[config.mk]
export PLATFORM = sky130hd
export DESIGN_NAME = branch_predictor_unit
export DESIGN_NICKNAME = d
export VERILOG_FILES = /design/src/rtl/branch_predictor_unit.sv
export SDC_FILE = /design/constraint.sdc
export NUM_CORES = 1
export LEC_CHECK = 0
export ABC_AREA = 1
export BUFFER_PORTS_ARGS = -buffer_cell sky130_fd_sc_hd__buf_4
export CORE_ASPECT_RATIO = 1.25
export CORE_MARGIN = 3
export CORE_UTILIZATION = 45
export DETAILED_ROUTE_END_ITERATION = 12
export HOLD_SLACK_MARGIN = 0.1
export PLACE_DENSITY = 0.7
export SYNTH_ARGS = -nofsm -noshare
export SYNTH_HDL_FRONTEND = slang
export SYNTH_SLANG_ARGS = --single-unit
[constraint.sdc]
create_clock -name clk_i -period 7.8 [get_ports clk_i]
set_input_delay 1.56 -clock clk_i [delete_from_list [all_inputs] [get_ports clk_i]]
set_output_delay 1.56 -clock clk_i [all_outputs]
set_load 0.02 [all_outputs]
[src/rtl/branch_predictor_unit.sv]
// rtl/branch_predictor_unit.sv - gshare branch predictor with speculative history, perf counters, optional BTB (BPU_BTB_EN)
module branch_predictor_unit #(
    parameter int PC_W      = 6,
    parameter int IDX_W     = 6,
    parameter int GHR_W     = 4,
    parameter int CTR_W     = 2,
    parameter int BTB_IDX_W = 3
) (
    input  logic             clk_i,
    input  logic             rst_ni,
    input  logic             stall_i,
    input  logic             lookup_valid_i,
    input  logic [PC_W-1:0]  lookup_pc_i,
    output logic             pred_taken_o,
    output logic [PC_W-1:0]  pred_target_o,
    output logic             pred_btb_hit_o,
    output logic [GHR_W-1:0] pred_ghr_o,
    input  logic             update_valid_i,
    input  logic [PC_W-1:0]  update_pc_i,
    input  logic [GHR_W-1:0] update_ghr_i,
    input  logic             update_taken_i,
    input  logic             update_pred_i,
    input  logic [PC_W-1:0]  update_target_i,
    output logic             mispredict_o,
    output logic [15:0]      branch_count_o,
    output logic [15:0]      mispredict_count_o
);

    localparam int PHT_N = 1 << IDX_W;
    localparam int EXT_W = (PC_W > IDX_W) ? PC_W : IDX_W;
    localparam logic [CTR_W-1:0] CTR_INIT = {1'b0, {(CTR_W-1){1'b1}}};
    localparam logic [CTR_W-1:0] CTR_MAX  = '1;

    logic [GHR_W-1:0] ghr_q, ghr_d;
    logic [CTR_W-1:0] pht_q [PHT_N];
    logic [15:0]      branch_count_q, mispredict_count_q;

    logic [IDX_W-1:0] lookup_idx, update_idx;
    logic             ctr_msb;
    logic             is_branch;
    logic             pred_taken;
    logic             mispredict;
    logic [GHR_W-1:0] ghr_recovered, ghr_shifted;

    // Zero-extend both operands to the PHT index width before hashing.
    function automatic logic [IDX_W-1:0] pht_index(input logic [PC_W-1:0] pc,
                                                   input logic [GHR_W-1:0] ghr);
        logic [EXT_W-1:0] pc_ext;
        logic [IDX_W-1:0] ghr_ext;
        pc_ext              = '0;
        pc_ext[PC_W-1:0]    = pc;
        ghr_ext             = '0;
        ghr_ext[GHR_W-1:0]  = ghr;
        return pc_ext[IDX_W-1:0] ^ ghr_ext;
    endfunction

    assign lookup_idx = pht_index(lookup_pc_i, ghr_q);
    assign update_idx = pht_index(update_pc_i, update_ghr_i);
    assign ctr_msb    = pht_q[lookup_idx][CTR_W-1];
    assign mispredict = update_valid_i & (update_taken_i != update_pred_i);

`ifdef BPU_BTB_EN
    localparam int BTB_N = 1 << BTB_IDX_W;
    localparam int TAG_W = PC_W - BTB_IDX_W;

    logic              btb_valid_q  [BTB_N];
    logic [TAG_W-1:0]  btb_tag_q    [BTB_N];
    logic [PC_W-1:0]   btb_target_q [BTB_N];
    logic [BTB_IDX_W-1:0] btb_lk_idx, btb_up_idx;
    logic              btb_hit;

    assign btb_lk_idx = lookup_pc_i[BTB_IDX_W-1:0];
    assign btb_up_idx = update_pc_i[BTB_IDX_W-1:0];
    assign btb_hit    = btb_valid_q[btb_lk_idx] &&
                        (btb_tag_q[btb_lk_idx] == lookup_pc_i[PC_W-1:BTB_IDX_W]);

    always_ff @(posedge clk_i or negedge rst_ni) begin
        if (!rst_ni) begin
            for (int i = 0; i < BTB_N; i++) btb_valid_q[i] <= 1'b0;
        end else if (update_valid_i && update_taken_i) begin
            btb_valid_q[btb_up_idx] <= 1'b1;
        end
    end

    // Tag and target are qualified by the valid bit, so they need no reset.
    always_ff @(posedge clk_i) begin
        if (rst_ni && update_valid_i && update_taken_i) begin
            btb_tag_q[btb_up_idx]    <= update_pc_i[PC_W-1:BTB_IDX_W];
            btb_target_q[btb_up_idx] <= update_target_i;
        end
    end

    assign pred_btb_hit_o = btb_hit;
    assign pred_target_o  = btb_hit ? btb_target_q[btb_lk_idx] : '0;
    assign pred_taken     = btb_hit & ctr_msb;
    assign is_branch      = btb_hit;
`else
    logic unused_btb;
    assign unused_btb     = ^{update_target_i, BTB_IDX_W[0]};
    assign pred_btb_hit_o = 1'b0;
    assign pred_target_o  = '0;
    assign pred_taken     = ctr_msb;
    assign is_branch      = 1'b1;
`endif

    generate
        if (GHR_W == 1) begin : g_ghr1
            assign ghr_recovered = update_taken_i;
            assign ghr_shifted   = pred_taken;
        end else begin : g_ghrn
            assign ghr_recovered = {update_ghr_i[GHR_W-2:0], update_taken_i};
            assign ghr_shifted   = {ghr_q[GHR_W-2:0], pred_taken};
        end
    endgenerate

    always_comb begin
        ghr_d = ghr_q;
        if (mispredict)
            ghr_d = ghr_recovered;
        else if (lookup_valid_i && !stall_i && is_branch)
            ghr_d = ghr_shifted;
    end

    always_ff @(posedge clk_i or negedge rst_ni) begin
        if (!rst_ni) ghr_q <= '0;
        else         ghr_q <= ghr_d;
    end

    always_ff @(posedge clk_i or negedge rst_ni) begin
        if (!rst_ni) begin
            for (int i = 0; i < PHT_N; i++) pht_q[i] <= CTR_INIT;
        end else if (update_valid_i) begin
            if (update_taken_i && pht_q[update_idx] != CTR_MAX)
                pht_q[update_idx] <= pht_q[update_idx] + 1'b1;
            else if (!update_taken_i && pht_q[update_idx] != '0)
                pht_q[update_idx] <= pht_q[update_idx] - 1'b1;
        end
    end

    always_ff @(posedge clk_i or negedge rst_ni) begin
        if (!rst_ni) begin
            branch_count_q     <= '0;
            mispredict_count_q <= '0;
        end else begin
            if (update_valid_i && branch_count_q != 16'hFFFF)
                branch_count_q <= branch_count_q + 16'd1;
            if (mispredict && mispredict_count_q != 16'hFFFF)
                mispredict_count_q <= mispredict_count_q + 16'd1;
        end
    end

    assign pred_taken_o       = pred_taken;
    assign pred_ghr_o         = ghr_q;
    assign mispredict_o       = mispredict;
    assign branch_count_o     = branch_count_q;
    assign mispredict_count_o = mispredict_count_q;

endmodule

==> flow_metrics.py, run 1 <==
metrics = {
    "status": {
        "outcome": "complete, no violations",
    },
    "floorplanning": {
        "rows": 59,
        "fp.dieW_um": 136,
        "die_area_um2": 23100,
        "dieHeight_um": 169,
        "core_um2": 20900,
        "ios": 74,
        "floorplan.initialDensity": 0.458,
    },
    "cts": {
        "clk_pin_slew_ns": 0.07,
        "clock_latency_ns": 0.44,
        "numCtsBuffers": 17,
        "clock_tree.buffer_depth": 2,
        "root_buffer": "clkbuf_16",
        "ctsResizeCount": 0,
        "cts_tree": "done",
        "cts_setup_buffers": 0,
        "cts_hold_buf": 0,
        "cts.htree.levels": 4,
        "cts_sinks": 164,
    },
    "placement": {
        "hpwlAfterDp_um": 16800,
        "gp_congestion": 0.917,
        "port_buffers": 60,
    },
    "critical_path": {
        "cp-end-kind": "flip-flop",
        "crit_path_start_kind": "input pin",
        "crit_type": "input pin to flip-flop",
        "cp.arrival_ns": 5.88,
        "worstPathMaxFanout": 84,
        "critPathRequiredTime_ns": 8.08,
    },
    "pwr": {
        "cellLeakagePower_nw": 5.17,
        "irDropWorstVdd_mv": 0.206,
        "p_total_mw": 2.90,
        "power.density_nw_per_um2": 270,
    },
    "sta": {
        "timing.final.crit_share": 0.718,
        "grt_setup_unrepaired": "false",
        "period_minus_slack_ns": 5.60,
        "fmax_mhz": 178,
        "drv_slew": 0,
        "worstMarginPinSlew_ns": 0.965,
        "relSlewSlack": 0.352,
        "finalSetupTns_ns": 0,
        "hold_viol_final": 0,
        "finalClockSkew_ns": 0.0118,
        "setup_viol": 0,
    },
    "synth": {
        "yosysTopAreaCellShare": 0.261,
        "ys_warn_count": 0,
        "netlist_area_um2": 9580,
        "synthTopCellsByArea": "dfrtp_1 26%, nand2_1 22%, dfstp_2 18%",
        "synth_seq_cells": 164,
        "syn_inst": 1397,
        "synth_top_cell_by_area": "dfrtp_1",
        "ys_seq_area_frac": 0.437,
        "synth.distinct_cells": 32,
        "syn_avg_cell_area_um2": 6.85,
    },
    "routing": {
        "dr.pass1.iters": 7,
        "routed_wl_um": 26100,
        "ant_nets": 0,
        "dr.first_iter.drc_count": 773,
        "vias": 8763,
        "drc": 0,
        "post_drt_wl_per_cell_um": 15.1,
        "vias_per_cell": 5.06,
    },
    "layout": {
        "areaGrowthSynthToFinish_pct": 12.4,
        "drive_gt1_frac": 0.124,
        "multi_input_area_um2": 4360,
        "nets": 1477,
        "seqCellArea_um2": 4180,
        "diodes": 0,
        "final_cell_mix": "558 x nand2_1, 206 x inv_1, 116 x o21ai_0",
        "fillers": 2024,
        "layout.cells.most_common": "nand2_1",
    },
    "global_routing": {
        "grt_antenna_before_repair": 0,
        "first_global_vias": 8487,
        "overflow": 0,
        "grt_pass1_wl_um": 42600,
        "grt_use_total": 0.234,
        "grt_max_degree": 107,
    },
    "hold_path": {
        "min_path_type": "flip-flop to flip-flop",
    },
    "run": {
        "cap_viol_max_count": 0,
    },
}
==> layout make-up <==
cell class | instances | share of cell area
Clock inverter | 14 | 0.0110
Sequential cell | 164 | 0.389
Clock buffer | 18 | 0.0399
Tap cell | 274 | 0.0319
Multi-Input combinational cell | 982 | 0.405
Inverter | 208 | 0.0725
Timing Repair Buffer | 71 | 0.0510
==> cells by family after synthesis <==
logic type,after synthesis,synth area share
other,1,0.000392
adders and majority gates,4,0.00523
DFF,164,0.437
and+or+nand+nor,782,0.327
buffers and inverters,257,0.113
xor gates and xnor gates,37,0.0366
AOI/OAI and AO/OA,152,0.0805
==> synthesized netlist by cell type <==
master    instances
dfstp_2          64
nand2_1         559
or2_2             1
nor3_1           20
nand3_1          80
o22ai_1           3
conb_1            1
nor4_1            3
buf_2            19
dfrtp_1         100
inv_2             2
nand2_2           2
nor2_2            1
o21ai_0         116
nand3b_1          1
clkbuf_1         12
xor2_1           23
inv_1           206
nand3_2           4
a21oi_1          15
xnor2_4           1
xor2_2            1
o221ai_1          1
nor4b_1           1
o21ai_1          16
xnor2_1          12
nand4_1           9
ha_1              4
buf_4            11
nor2_1          101
buf_6             7
o211ai_1          1
==> path summary, 6_finish.rpt <==
kind                            cells after the start                    end            start  slack, ns
worst max-delay path                               25   pht_q[5]$_DFFE_PN0P_  update_ghr_i[0]       2.20
worst min register to register                      2              flip-flop        flip-flop       0.46
min in group asynchronous                           1  pht_q[71]$_DFFE_PN0P_           rst_ni       1.27
worst min-delay path                                2              flip-flop        flip-flop       0.46
max in group asynchronous                           2  pht_q[45]$_DFFE_PN0P_           rst_ni       5.16
worst max register to register                     21   pht_q[5]$_DFFE_PN0P_        flip-flop       4.27
==> worst max-delay path: stages <==
cell and delay, ns:
buf_4 0.12, inv_1 0.08, nand2_1 0.09, nand2_4 0.62
buf_4 0.43, nand2_1 0.08, o21ai_0 0.08, nand2_1 0.07
nand2_1 0.12, nand2_1 0.05, nand2_1 0.08, nand2_1 0.07
nand2_1 0.09, nor2_1 0.05, nand2_2 0.34, inv_1 0.09
ha_1 0.21, nor2_1 0.29, o21ai_0 0.20, inv_1 0.30
nand2_1 0.32, nor2_1 0.24, inv_1 0.11, nand2_1 0.06
o21ai_0 0.07
==> per-layer routing <==
layer / vias up / global-route usage / wire, um
li1: 4354 / - / -
met1: 4017 / 0.308 / 11100
met2: 326 / 0.390 / 12400
met3: 66 / 0.0407 / 1790
met4: 0 / 0.0785 / 756
met5: - / 0 / 0
==> where the power goes <==
group / switching, mW / leakage [nW] / internal, mW
Clock: 0.382 / 0.259 / 0.415
Sequential: 0.141 / 1.98 / 1.07
Combinational: 0.594 / 2.94 / 0.300
Total: 1.12 / 5.17 / 1.79
==> metrics by stage <==
step                hold WS, ns  cell area, um^2  utilization  cells  setup WS, ns
floorplan                 0.444             9600            -   1403          3.47
global route              0.475            10800        0.515   1731          1.81
global placement          0.451            10200        0.489   1699          1.89
CTS                       0.466            10800        0.515   1731          2.26
finish                    0.464            10800        0.515   1731          2.20
detailed placement        0.454            10200        0.489   1699          1.82
Note: power is estimated with default switching activity, not from simulation.
==> inputs of run 2 (changes only) <==
--- a/config.mk
+++ b/config.mk
@@ -5,14 +5,14 @@
 export SDC_FILE = /design/constraint.sdc
 export NUM_CORES = 1
 export LEC_CHECK = 0
-export ABC_AREA = 1
+export ABC_AREA = 0
 export BUFFER_PORTS_ARGS = -buffer_cell sky130_fd_sc_hd__buf_4
 export CORE_ASPECT_RATIO = 1.25
 export CORE_MARGIN = 3
 export CORE_UTILIZATION = 45
 export DETAILED_ROUTE_END_ITERATION = 12
 export HOLD_SLACK_MARGIN = 0.1
-export PLACE_DENSITY = 0.7
+export PLACE_DENSITY = 0.73
 export SYNTH_ARGS = -nofsm -noshare
 export SYNTH_HDL_FRONTEND = slang
 export SYNTH_SLANG_ARGS = --single-unit
==> constraint.sdc (replaced) <==
create_clock -name clk_i -period 5.1 [get_ports clk_i]
set_input_delay 1.02 -clock clk_i [delete_from_list [all_inputs] [get_ports clk_i]]
set_output_delay 1.02 -clock clk_i [all_outputs]
set_load 0.02 [all_outputs]
==> flow_metrics.py, run 2 <==
metrics = {
    "cts": {
        "cts_setup_buffers": 0,
        "clock_tree.buffer_depth": 2,
        "clock_latency_ns": 0.43,
        "ctsResizeCount": 0,
        "numCtsBuffers": 17,
        "clk_pin_slew_ns": 0.07,
        "cts.htree.levels": 4,
        "cts_tree": "done",
        "root_buffer": "clkbuf_16",
        "cts_hold_buf": 0,
        "cts_sinks": 164,
    },
    "sta": {
        "finalSetupTns_ns": 0,
        "drv_slew": 0,
        "hold_viol_final": 0,
        "relSlewSlack": 0.251,
        "timing.final.crit_share": 0.930,
        "period_minus_slack_ns": 4.74,
        "fmax_mhz": 211,
        "worstMarginPinSlew_ns": 1.12,
        "setup_viol": 0,
        "finalClockSkew_ns": 0.00753,
        "grt_setup_unrepaired": "false",
    },
    "placement": {
        "place_area_um2": 9030,
        "hpwlAfterDp_um": 12800,
        "port_buffers": 60,
        "gp_congestion": 0.833,
    },
    "synth": {
        "synthArstFlopShare": 1.00,
        "ys_seq_area_frac": 0.510,
        "synthMuxAreaShare": 0.164,
        "synthTopCellsByCount": "128 x nor2_1, 100 x dfrtp_1, 67 x mux2_2",
        "post-synth-top-count-cell": "nor2_1",
        "synth_ff_type": "dfrtp_1",
        "yosysTopAreaCellShare": 0.305,
        "synth_compound_area_frac": 0.120,
        "synth_xor_area_frac": 0.0506,
        "synth_seq_cells": 164,
        "syn_avg_cell_area_um2": 11.1,
        "synth.distinct_cells": 45,
        "synth_top_family_by_area": "multiplexers",
        "syn_inst": 742,
        "synthTopCellsByArea": "dfrtp_1 30%, dfstp_2 20%, mux2_2 9.2%",
        "synth-edff-count": 0,
        "synth_top_cell_by_area": "dfrtp_1",
        "synth-adder-area-share": 0.00610,
        "synth_simple_gate_area_share": 0.121,
        "netlist_area_um2": 8210,
        "ys_warn_count": 0,
    },
    "pwr": {
        "cellLeakagePower_nw": 4.22,
        "clockPowerShare": 0.300,
        "p_int_mw": 3.08,
        "sw_frac_of_total": 0.325,
        "pwr-share-comb": 0.268,
        "switchingPower_mw": 1.48,
        "seqPwrFrac": 0.432,
        "power.density_nw_per_um2": 471,
        "irDropWorstVdd_mv": 0.330,
    },
    "critical_path": {
        "cp-end-kind": "flip-flop",
        "reg2reg_from": "pht_q[85]$_DFFE_PN0P_",
        "r2r_slack_ns": 1.28,
        "critPathRequiredTime_ns": 5.42,
        "worstPathMaxFanout": 24,
        "crit_type": "input pin to flip-flop",
        "cp.arrival_ns": 5.06,
        "crit_path_start_kind": "input pin",
        "r2r-end": "pht_q[31]$_DFFE_PN0P_",
        "rr_worst_depth": 13,
    },
    "global_routing": {
        "overflow": 0,
        "grt_antenna_before_repair": 0,
        "grt_max_degree": 109,
        "grt_use_total": 0.207,
        "first_global_vias": 6435,
        "grt_pass1_wl_um": 32700,
    },
    "layout": {
        "final_cell_mix": "128 x nor2_1, 100 x dfrtp_1, 77 x buf_4",
        "drive_gt1_frac": 0.315,
        "areaGrowthSynthToFinish_pct": 17.7,
        "layout.cells.most_common": "nor2_1",
        "nets": 840,
        "fillers": 1511,
        "diodes": 0,
        "design_area_um2": 9670,
    },
    "floorplanning": {
        "rows": 54,
        "die_area_um2": 19900,
        "dieHeight_um": 157,
        "ios": 74,
        "floorplan.initialDensity": 0.464,
        "fp.dieW_um": 127,
        "core_um2": 17700,
    },
    "hold_path": {
        "hold_depth": 2,
        "min_path_type": "flip-flop to flip-flop",
    },
    "status": {
        "outcome": "complete, no violations",
    },
    "routing": {
        "ant_nets": 0,
        "dr.pass1.iters": 5,
        "drc": 0,
        "vias_per_cell": 5.87,
        "post_drt_wl_per_cell_um": 18.8,
        "vias": 6127,
        "dr.first_iter.drc_count": 355,
        "routed_wl_um": 19700,
    },
    "run": {
        "cap_viol_max_count": 0,
    },
}
-- run 2: cell types whose count changed in the layout (fill, tap and decap cells not counted), moves of 14 or more --
cell,previous run,this run
nand2_1,558,22
o21ai_0,116,20
inv_1,206,5
or4_1,0,14
nand3_1,80,21
o31ai_1,0,17
o22ai_1,3,58
nor2_1,101,128
nor3_1,20,2
o21ai_1,16,0
a21oi_1,15,50
mux2_2,0,67
mux4_1,0,14
-- run 2: worst max-delay path: stages --
cell and delay (ns):
buf_4 0.12, xnor2_1 0.50, nand3_1 0.27, buf_4 0.31, o22ai_1 0.16, nor4_1 0.11, a211o_1 0.30, a22oi_1 0.19
o21ba_1 0.18, ha_1 0.18, nor2b_1 0.22, o21ai_0 0.16, nor2_1 0.32, nand3_1 0.33, nor2_1 0.31, mux2_2 0.37
-- run 2: how the worst max path moves through the flow --
stage | start | endpoint | slack (ns) | cells past startpoint
3_5_place_dp | update_ghr_i[2] | pht_q[31]$_DFFE_PN0P_ | -0.02 | 16
3_3_place_gp | update_ghr_i[2] | pht_q[21]$_DFFE_PN0P_ | 0.02 | 16
4_1_cts | update_ghr_i[2] | pht_q[31]$_DFFE_PN0P_ | 0.42 | 16
5_1_grt | update_ghr_i[2] | pht_q[31]$_DFFE_PN0P_ | 0.10 | 16
6_report | update_pc_i[0] | pht_q[31]$_DFFE_PN0P_ | 0.36 | 16
2_1_floorplan | update_ghr_i[1] | pht_q[59]$_DFFE_PN0P_ | 0.73 | 17
-- run 2: cell families (layout without fill, tap and decap cells) --
| kind of cell | count (synthesis) | in the layout |
|---|---|---|
| buffers and inverters | 50 | 122 |
| AO/OA/AOI/OAI | 162 | 162 |
| adder cells (fa/ha/maj) | 4 | 4 |
| other | 1 | 7 |
| multiplexers | 98 | 98 |
| AND/OR/NAND/NOR | 219 | 219 |
| flip-flops | 164 | 164 |
| XOR/XNOR | 44 | 44 |
-- run 2: layout make-up --
cell class,instances,area (um^2),area share
timing repair buffer,85,729,0.0755
multi-input combinational,534,3820,0.395
sequential,164,4180,0.433
clock buffer,17,425,0.0440
clock inverter,15,206,0.0214
inverter,5,18.8,0.00194
tap,224,280,0.0290
-- run 2: power groups by stage --
stage / Clock, mW / Sequential [mW] / Combinational [mW]
after floorplan: 0 / 1.96 / 0.771
final: 1.37 / 1.97 / 1.22
after detailed placement: 0 / 1.97 / 1.22
after global placement: 0 / 1.96 / 1.19
after CTS: 1.40 / 1.96 / 1.22
after global routing: 1.45 / 2.01 / 1.33
-- run 2: routing by layer --
metal,wire (um),GRT usage,vias to the layer above
met3,1090,0.0472,44
met2,9860,0.344,214
li1,-,-,2862
met1,8140,0.256,3007
met5,0,0,-
met4,578,0.0961,0
-- run 2: through the flow --
step | hold slack, ns | worst slack (ns) | util | std cells | power [mW]
after detailed placement | 0.489 | -0.0236 | 0.510 | 1012 | 3.19
after CTS | 0.498 | 0.419 | 0.546 | 1044 | 4.58
final | 0.497 | 0.357 | 0.546 | 1044 | 4.55
after floorplan | 0.474 | 0.727 | - | 748 | 2.73
after global placement | 0.479 | 0.0246 | 0.510 | 1012 | 3.15
after global routing | 0.514 | 0.102 | 0.546 | 1044 | 4.79
==> inputs of run 3 (changes only) <==
--- a/config.mk
+++ b/config.mk
@@ -7,12 +7,14 @@
 export LEC_CHECK = 0
 export ABC_AREA = 0
 export BUFFER_PORTS_ARGS = -buffer_cell sky130_fd_sc_hd__buf_4
+export CELL_PAD_IN_SITES_DETAIL_PLACEMENT = 1
+export CELL_PAD_IN_SITES_GLOBAL_PLACEMENT = 2
 export CORE_ASPECT_RATIO = 1.25
 export CORE_MARGIN = 3
-export CORE_UTILIZATION = 45
+export CORE_UTILIZATION = 36
 export DETAILED_ROUTE_END_ITERATION = 12
 export HOLD_SLACK_MARGIN = 0.1
-export PLACE_DENSITY = 0.73
+export PLACE_DENSITY = 0.83
 export SYNTH_ARGS = -nofsm -noshare
 export SYNTH_HDL_FRONTEND = slang
 export SYNTH_SLANG_ARGS = --single-unit
==> flow_metrics.py, run 3 (same netlist as run 2, synthesis figures left out) <==
metrics = {
    "sta": {
        "drv_slew": 0,
        "relSlewSlack": 0.351,
        "finalSetupTns_ns": 0,
        "hold_viol_final": 0,
        "grt_setup_unrepaired": "false",
        "period_minus_slack_ns": 4.66,
        "timing.final.crit_share": 0.913,
        "finalClockSkew_ns": 0.0169,
        "worstMarginPinSlew_ns": 0.974,
        "setup_viol": 0,
        "fmax_mhz": 215,
    },
    "global_routing": {
        "grt_use_total": 0.193,
        "grt_pass1_wl_um": 37800,
        "overflow": 0,
        "first_global_vias": 7060,
        "grt_max_degree": 104,
        "grt_antenna_before_repair": 0,
    },
    "cts": {
        "root_buffer": "clkbuf_16",
        "clock_latency_ns": 0.45,
        "ctsResizeCount": 0,
        "clk_pin_slew_ns": 0.07,
        "numCtsBuffers": 17,
        "cts_setup_buffers": 0,
        "clock_tree.buffer_depth": 2,
        "cts_hold_buf": 0,
        "cts_sinks": 164,
        "cts_tree": "done",
        "cts.htree.levels": 4,
    },
    "layout": {
        "nets": 878,
        "drive_gt1_frac": 0.346,
        "layout.cells.most_common": "nor2_1",
        "design_area_um2": 9990,
        "final_cell_mix": "128 x nor2_1, 116 x buf_4, 100 x dfrtp_1",
        "diodes": 0,
        "areaGrowthSynthToFinish_pct": 21.7,
        "stdcell_count": 1141,
    },
    "floorplanning": {
        "ios": 74,
        "die_area_um2": 24700,
        "dieHeight_um": 175,
        "core_um2": 22400,
        "rows": 61,
        "fp.dieW_um": 141,
        "floorplan.initialDensity": 0.367,
    },
    "routing": {
        "dr.pass1.iters": 4,
        "dr.first_iter.drc_count": 315,
        "vias": 6373,
        "routed_wl_um": 23400,
        "vias_per_cell": 5.59,
        "post_drt_wl_per_cell_um": 20.5,
        "ant_nets": 0,
        "drc": 0,
    },
    "placement": {
        "port_buffers": 60,
        "gp_congestion": 0.790,
        "placedCellCount": 1109,
        "hpwlAfterDp_um": 15300,
        "place_area_um2": 9380,
    },
    "critical_path": {
        "critPathRequiredTime_ns": 5.42,
        "slowest_delay_ns": 0.55,
        "rr_worst_depth": 14,
        "reg2reg_from": "pht_q[85]$_DFFE_PN0P_",
        "cp-end-kind": "flip-flop",
        "cp.arrival_ns": 4.98,
        "r2r_slack_ns": 1.36,
        "worstPathMaxFanout": 17,
        "r2r-end": "pht_q[27]$_DFFE_PN0P_",
        "crit_type": "input pin to flip-flop",
        "crit_path_start_kind": "input pin",
        "crit_chain": "buf_4 > xnor2_1 > nand3_1 > buf_12 > o22ai_1 > o41ai_1 > a211o_1 > and3_2 > and2_1 > ha_1 > nor2b_1 > o21ai_0 > nor2_1 > buf_4 > nand3_1 > nor2_1 > mux2_2",
        "cp_slowest_cell": "xnor2_1",
    },
    "pwr": {
        "p_total_mw": 4.57,
        "irDropWorstVdd_mv": 0.264,
        "cellLeakagePower_nw": 4.40,
        "power.density_nw_per_um2": 457,
    },
    "hold_path": {
        "hold_depth": 2,
        "min_path_type": "flip-flop to flip-flop",
    },
    "run": {
        "cap_viol_max_count": 0,
    },
    "status": {
        "outcome": "complete, no violations",
    },
}
run 3: power breakdown:
part           internal [mW]  leakage, nW  switching [mW]
clock                  0.707        0.301           0.624
sequential              1.70         2.01           0.276
combinational          0.581         2.10           0.681
total                   2.99         4.40            1.58
run 3: critical path, delay by kind of cell:
family	cells	cell delay (ns)
simple gates	7	1.51
compound gates	4	0.82
xor+xnor	1	0.55
buf+inv	3	0.51
mux	1	0.36
fa+ha+maj	1	0.19
run 3: layout make-up:
class,instances,area [um^2]
fillers,2426,12400
repair buffers,123,1000
inverters,5,18.8
flip-flops and latches,164,4180
well taps,283,354
clock buffers,17,425
multi-input cells,534,3820
clock inverters,15,188
run 3: routing by layer:
layer  part of all wire  GRT usage  vias up
li1                   -          -     2930
met1               0.42      0.236     3234
met2               0.51      0.334      169
met3              0.048     0.0391       40
met4              0.020     0.0727        0
met5                  0          0        -
run 3: stage by stage:
step	setup slack, ns	hold slack (ns)	utilization
finish	0.443	0.494	0.447
global route	0.0554	0.517	0.447
CTS	0.418	0.495	0.447
detailed placement	0.00684	0.485	0.420
global placement	0.0456	0.478	0.420
floorplan	0.727	0.474	-
run 3: worst max path at each step:
stage / start / end / slack [ns]
after floorplan: update_ghr_i[1] / pht_q[59]$_DFFE_PN0P_ / 0.73
after global placement: update_ghr_i[1] / pht_q[11]$_DFFE_PN0P_ / 0.05
after detailed placement: update_pc_i[0] / pht_q[11]$_DFFE_PN0P_ / 0.007
after CTS: update_pc_i[0] / pht_q[11]$_DFFE_PN0P_ / 0.42
after global routing: update_ghr_i[1] / pht_q[23]$_DFFE_PN0P_ / 0.06
final: update_pc_i[0] / pht_q[27]$_DFFE_PN0P_ / 0.44
